===== config.mk =====
export PLATFORM = sky130hd
export DESIGN_NAME = multiplier_datapath_flat
export DESIGN_NICKNAME = d
export VERILOG_FILES = /design/src/rtl/multiplier_datapath_if.sv /design/src/rtl/multiplier_datapath.sv /design/src/flat_wrapper.sv
export SDC_FILE = /design/constraint.sdc
export NUM_CORES = 1
export LEC_CHECK = 0
export BUFFER_PORTS_ARGS = -buffer_cell sky130_fd_sc_hd__buf_2
export CAP_MARGIN = 20
export CORE_UTILIZATION = 32
export DETAILED_ROUTE_END_ITERATION = 8
export GPL_ROUTABILITY_DRIVEN = 0
export SLEW_MARGIN = 20
export SYNTH_ARGS = -nofsm -noshare
export SYNTH_HDL_FRONTEND = slang
export SYNTH_SLANG_ARGS = --single-unit

===== constraint.sdc =====
create_clock -name Clk -period 2.1 [get_ports Clk]
set_input_delay 0.63 -clock Clk [delete_from_list [all_inputs] [get_ports Clk]]
set_output_delay 0.63 -clock Clk [all_outputs]
set_load 0.01 [all_outputs]

===== src/rtl/multiplier_datapath_if.sv =====
// rtl/multiplier_datapath_if.sv - strobe and register-view bundle between multiplier control unit and datapath
interface multiplier_datapath_if #(
    parameter int WIDTH = 8
);
    logic [WIDTH-1:0] S;
    logic             LoadB;
    logic             ClearA;
    logic             LoadA;
    logic             Shift;
    logic             fselect;
    logic             M;
    logic             X;
    logic [WIDTH-1:0] Aval;
    logic [WIDTH-1:0] Bval;
    logic             ShiftErr;

    modport master (
        output S, LoadB, ClearA, LoadA, Shift, fselect,
        input  M, X, Aval, Bval, ShiftErr
    );

    modport slave (
        input  S, LoadB, ClearA, LoadA, Shift, fselect,
        output M, X, Aval, Bval, ShiftErr
    );
endinterface


===== src/rtl/multiplier_datapath.sv =====
// rtl/multiplier_datapath.sv - X:A:B registers and 9-bit add/sub for the signed add-shift multiplier (option MULT_DP_SHIFT_GUARD_EN)
module multiplier_datapath #(
    parameter int WIDTH = 8
) (
    input  logic                  Clk,
    input  logic                  Reset,
    multiplier_datapath_if.slave  dp
);

    logic             x_q, x_d;
    logic [WIDTH-1:0] a_q, a_d;
    logic [WIDTH-1:0] b_q, b_d;
    logic [WIDTH:0]   opnd;
    logic [WIDTH:0]   sum;
    logic             b_shift;
    logic             shift_acc;

    // Sign-extended 9-bit add so that -128 +/- S keeps its sign in X.
    always_comb begin
        opnd = {dp.S[WIDTH-1], dp.S} ^ {(WIDTH+1){dp.fselect}};
        sum  = {a_q[WIDTH-1], a_q} + opnd + {{WIDTH{1'b0}}, dp.fselect};
    end

    assign b_shift   = dp.Shift & (dp.ClearA | ~dp.LoadA);
    assign shift_acc = dp.Shift & ~dp.ClearA & ~dp.LoadA;

    always_comb begin
        x_d = x_q;
        a_d = a_q;
        b_d = b_q;
        if (dp.ClearA) begin
            x_d = 1'b0;
            a_d = '0;
        end else if (dp.LoadA) begin
            x_d = sum[WIDTH];
            a_d = sum[WIDTH-1:0];
        end else if (dp.Shift) begin
            a_d = {x_q, a_q[WIDTH-1:1]};
        end
        // A cleared in the same cycle feeds a 0 into B, not the stale A[0].
        if (dp.LoadB) begin
            b_d = dp.S;
        end else if (b_shift) begin
            b_d = {(dp.ClearA ? 1'b0 : a_q[0]), b_q[WIDTH-1:1]};
        end
    end

    always_ff @(posedge Clk) begin
        if (!Reset) begin
            x_q <= 1'b0;
            a_q <= '0;
            b_q <= '0;
        end else begin
            x_q <= x_d;
            a_q <= a_d;
            b_q <= b_d;
        end
    end

`ifdef MULT_DP_SHIFT_GUARD_EN
    logic [3:0] cnt_q, cnt_d;
    logic       err_q, err_d;

    // Count saturates so a long overrun cannot wrap back into range.
    always_comb begin
        cnt_d = cnt_q;
        err_d = err_q;
        if (dp.ClearA) begin
            cnt_d = '0;
            err_d = 1'b0;
        end else if (shift_acc) begin
            if (cnt_q >= 4'd8) begin
                err_d = 1'b1;
            end
            if (cnt_q != 4'hF) begin
                cnt_d = cnt_q + 4'd1;
            end
        end
    end

    always_ff @(posedge Clk) begin
        if (!Reset) begin
            cnt_q <= '0;
            err_q <= 1'b0;
        end else begin
            cnt_q <= cnt_d;
            err_q <= err_d;
        end
    end

    assign dp.ShiftErr = err_q;
`else
    logic unused_shift_acc;
    assign unused_shift_acc = shift_acc;
    assign dp.ShiftErr      = 1'b0;
`endif

    assign dp.M    = b_q[0];
    assign dp.X    = x_q;
    assign dp.Aval = a_q;
    assign dp.Bval = b_q;

endmodule


===== src/flat_wrapper.sv =====
// flat-port wrapper written by rule: the top's interface ports become plain ports
module multiplier_datapath_flat 
#(
    parameter int WIDTH = 8
)
  (Clk, Reset, dp_S, dp_LoadB, dp_ClearA, dp_LoadA, dp_Shift, dp_fselect, dp_M, dp_X, dp_Aval, dp_Bval, dp_ShiftErr);
  multiplier_datapath_if #(.WIDTH(WIDTH)) dp_i ();
  input  logic Clk;
  input  logic Reset;
  input wire logic [$bits(dp_i.S)-1:0] dp_S;
  input wire logic [$bits(dp_i.LoadB)-1:0] dp_LoadB;
  input wire logic [$bits(dp_i.ClearA)-1:0] dp_ClearA;
  input wire logic [$bits(dp_i.LoadA)-1:0] dp_LoadA;
  input wire logic [$bits(dp_i.Shift)-1:0] dp_Shift;
  input wire logic [$bits(dp_i.fselect)-1:0] dp_fselect;
  output wire logic [$bits(dp_i.M)-1:0] dp_M;
  output wire logic [$bits(dp_i.X)-1:0] dp_X;
  output wire logic [$bits(dp_i.Aval)-1:0] dp_Aval;
  output wire logic [$bits(dp_i.Bval)-1:0] dp_Bval;
  output wire logic [$bits(dp_i.ShiftErr)-1:0] dp_ShiftErr;
  assign dp_i.S = dp_S;
  assign dp_i.LoadB = dp_LoadB;
  assign dp_i.ClearA = dp_ClearA;
  assign dp_i.LoadA = dp_LoadA;
  assign dp_i.Shift = dp_Shift;
  assign dp_i.fselect = dp_fselect;
  assign dp_M = dp_i.M;
  assign dp_X = dp_i.X;
  assign dp_Aval = dp_i.Aval;
  assign dp_Bval = dp_i.Bval;
  assign dp_ShiftErr = dp_i.ShiftErr;
  multiplier_datapath #(.WIDTH(WIDTH)) u_core (.Clk(Clk), .Reset(Reset), .dp(dp_i));
endmodule

==> summary.md <==
| Metric | Value |
|---|---|
| Total power | 0.000920 W |
| Initial core utilization | 33.7% |
| WP data required | ~2.3 ns |
| Hold_buf cts | 0 |
| Delay-heaviest family, CP | compound AO/OA/AOI/OAI gates |
| Final core occ | 42.5% |
| Mean Syn Cell Area | roughly 8.6 sq um |
| Min Tclk post-route | 1.96 ns |
| Hold Path End | u_core.dp.Bval[0] |
| Worst-Skew Late Latency | 0.26 ns |
| Count of pins over their slew limit | 0 |
| Drt drc | 0 |
| Hold depth | 1 |
| Leakage | 0.812 nW |
| CTS tree | yes |
| Period utilisation layout | a little over 90% |
| # IOs | 34 |
| HP Start | u_core.dp.Bval[0] |
| Detailed Route Iter0 Violations | 22 |
| HPWL after DPL | 2360 microns |
| Crit-path slowest cell | a2111o_1 |
| Final hold violations | 0 |
| Highest clock rate | 510 MHz |
| Post-synthesis sequential area ratio | a little over a quarter |
| MaxCap Viol Count | 0 |
| Pre-CTS setup slack | -0.149 ns |
| CP Buf/Inv Count | 2 |
| Synth warn | 0 |
| Htree depth | 1 |
| GRT overflow | 0 |
| Clock transition at the registers of the reported paths | 0.08 ns |
| CP cell instances | buf_2 -> buf_12 -> xor2_1 -> ha_1 -> a21oi_1 -> o21ai_2 -> a2111o_1 -> nand3_1 |
| Area Growth Syn to Fin | 26.1% |
| Synthesized area | around 1300 sq um |
| First-pass GRT wire length | ~5000 microns |
| Seq. cell area | 340 sq um |
| Primary FF master, synth | dfxtp_1 |
| Syn nets | 169 |
| Vias in the first global route | 1112 |
| WL/cell | 12.8 microns |
| Critical Path Max Stage Delay | 0.38 ns |
| CP Capture Type | flip-flop |
| Largest net degree at the start of global routing | 18 |
| Max FO, Critical Path | 7 |
| DR vias/cell | between 5 and 6 |
| Synthesized netlist cell count | 145 |
| Clock root buffer | clkbuf_8 |
| Worst-margin pin slew | slightly above 0.5 ns |
| Max_slew headroom | 65.8% |
| Crit path depth | 8 |
| Core area | 3720 sq um |
| Overall Global Routing Usage | 14.9% |
| CTS sink cnt | 17 |
| Layout cell share with drive strength beyond 1 | 29.9% |
| Die Y | 64.5 microns |
| Final ANT Viol Nets | 0 |
| Unique masters post-synth | 37 |
| Power Density | a little under 600 nW/um^2 |
| CTS buffer count | 3 |
| Post-CTS setup buffer count | 0 |
| Flop-to-flop setup slack | 0.41 ns |
| FF+latch count, synth | 17 |
| Rows | 22 |
| Worst reg2reg path startpoint | u_core.dp.Aval[0] |
| Status | finished clean |
| Crit Path Class | in -> reg |
| Post_cts resized | 0 |
| FFs w/ async S/R, synth | 0% |
| Fill cells | 378 |
| First-pass DRT Iterations | 4 |
| CP Launch Type | input port |
| Worst Hold Class | reg -> reg |
| Setup Viol. Count Final | 0 |
| Arrival time at the worst endpoint | 2.16 ns |
| DIE AREA | 4160 sq um |
| Initial antenna violation count | 0 |
| Worst reg2reg endpoint | u_core.dp.X |
| Final net count | 209 |
| Final Skew | about 0.0046 ns |
| Die Wd | 64.5 microns |
| Input/output buffers | 32 |
| Footprint of the multi-input gates | 846 sq um |
| ANT cells | 0 |
| R2r worst-path depth | 6 |
| Vias | 1207 |
| RSZ-0062 raised after global routing | false |
| Number of synthesized flops with an enable pin | 0 |
| CTS Buffer Depth | 2 |
| Routed WL | 2960 microns |
| Final WS setup | roughly 0.14 ns |
| Peak supply drop | roughly 250 uV |
## layout make-up
type	count	share of cell area (%)
clock buffer	3	2.62
clock inverter	1	0.317
inverter	4	0.952
multi-input combinational	114	53.6
sequential	17	21.6
tap	48	3.81
timing repair buffer	45	17.1
## worst register-to-register path, delay by kind of cell (launching register included)
kind                     cells  cell delay (ns)
multiplexers                 1             0.11
AO/OA/AOI/OAI                2             0.31
AND/OR/NAND/NOR              2             0.37
flip-flops                   1             0.41
adder cells (fa/ha/maj)      1             0.36
## synthesized netlist by cell type (all sizes together) (2+ instances only)
cell | number | area share, %
dfxtp | 17 | 27
nand2 | 16 | 4.8
mux2i | 12 | 9.9
a21oi | 11 | 4.4
buf | 9 | 4.5
ha | 8 | 8.0
o211a | 8 | 6.4
xor2 | 8 | 5.6
a211oi | 6 | 3.6
nor2 | 5 | 1.5
inv | 4 | 1.2
nand3 | 4 | 1.6
nor3 | 4 | 1.6
nor3b | 4 | 2.4
o21ai | 4 | 1.9
nand2b | 3 | 1.5
nor2b | 3 | 1.5
nand4 | 2 | 1.0
o211ai | 2 | 1.2
xnor2 | 2 | 1.4
## per-layer routing
metal | wire (microns) | GRT usage, % | vias to the layer above
li1 | - | - | 602
met1 | 1380 | 18.6 | 558
met2 | 1380 | 26.3 | 43
met3 | 176 | 2.46 | 4
met4 | 22 | 3.89 | 0
met5 | 0 | 0 | -
## logic make-up (layout without fill, tap and decap cells)
family | Yosys count | count (layout) | share of synthesized area [%]
other cells | 1 | 1 | 0.300
flops | 17 | 17 | 27.2
compound gates | 38 | 38 | 22.1
buf+inv | 14 | 53 | 6.00
mux | 13 | 13 | 10.8
xor+xnor | 10 | 10 | 7.00
simple gates | 43 | 43 | 17.0
fa+ha+maj | 9 | 9 | 9.60
## how the worst max path moves through the flow
stage | end | slack (ns) | from
floorplan | u_core.dp.Aval[4] | 0.003 | dp_fselect
global placement | u_core.dp.X | -0.07 | dp_fselect
detailed placement | u_core.dp.X | -0.15 | dp_fselect
CTS | u_core.dp.X | 0.13 | dp_fselect
global route | u_core.dp.X | 0.02 | dp_fselect
finish | u_core.dp.Aval[7] | 0.14 | dp_fselect
## where the power goes
part,internal [W],switching [W],total (W)
clock network,0.000132,0.000126,0.000258
logic,0.000140,0.000157,0.000297
registers,0.000345,0.0000199,0.000365
## registers in the layout, indices dropped and copies added (netlist names)
register        cells
u_core.dp.Aval      8
u_core.dp.Bval      8
u_core.dp.X         1
## through the flow
stage          setup TNS [ns]  instance area [sq um]  std cells  hold slack, ns
2_1_floorplan               0                   1250        145           0.558
3_3_place_gp           -0.283                   1520        228           0.498
3_5_place_dp           -0.617                   1520        228           0.506
4_1_cts                     0                   1570        232           0.528
5_1_grt                     0                   1580        232           0.548
6_report                    0                   1580        232           0.527
## cells in the final DEF (no fill, tap or decap), types with 2 or more instances in the layout
cell type	Yosys	final
nand2b_1	3	3
inv_1	4	4
nand2_1	16	16
mux2i_1	11	11
xor2_1	8	7
xnor2_1	2	2
o211a_1	8	8
nand3_1	4	4
a211oi_1	6	6
ha_1	8	8
a21oi_1	11	11
nand4_1	2	2
dfxtp_1	17	17
nor3b_1	4	4
buf_4	2	12
nor2b_1	3	3
o211ai_1	2	2
nor3_1	4	4
clkbuf_8	0	3
o21ai_0	3	2
nor2_1	5	5
buf_2	6	32
No activity file was read; power rests on OpenSTA's default activity.
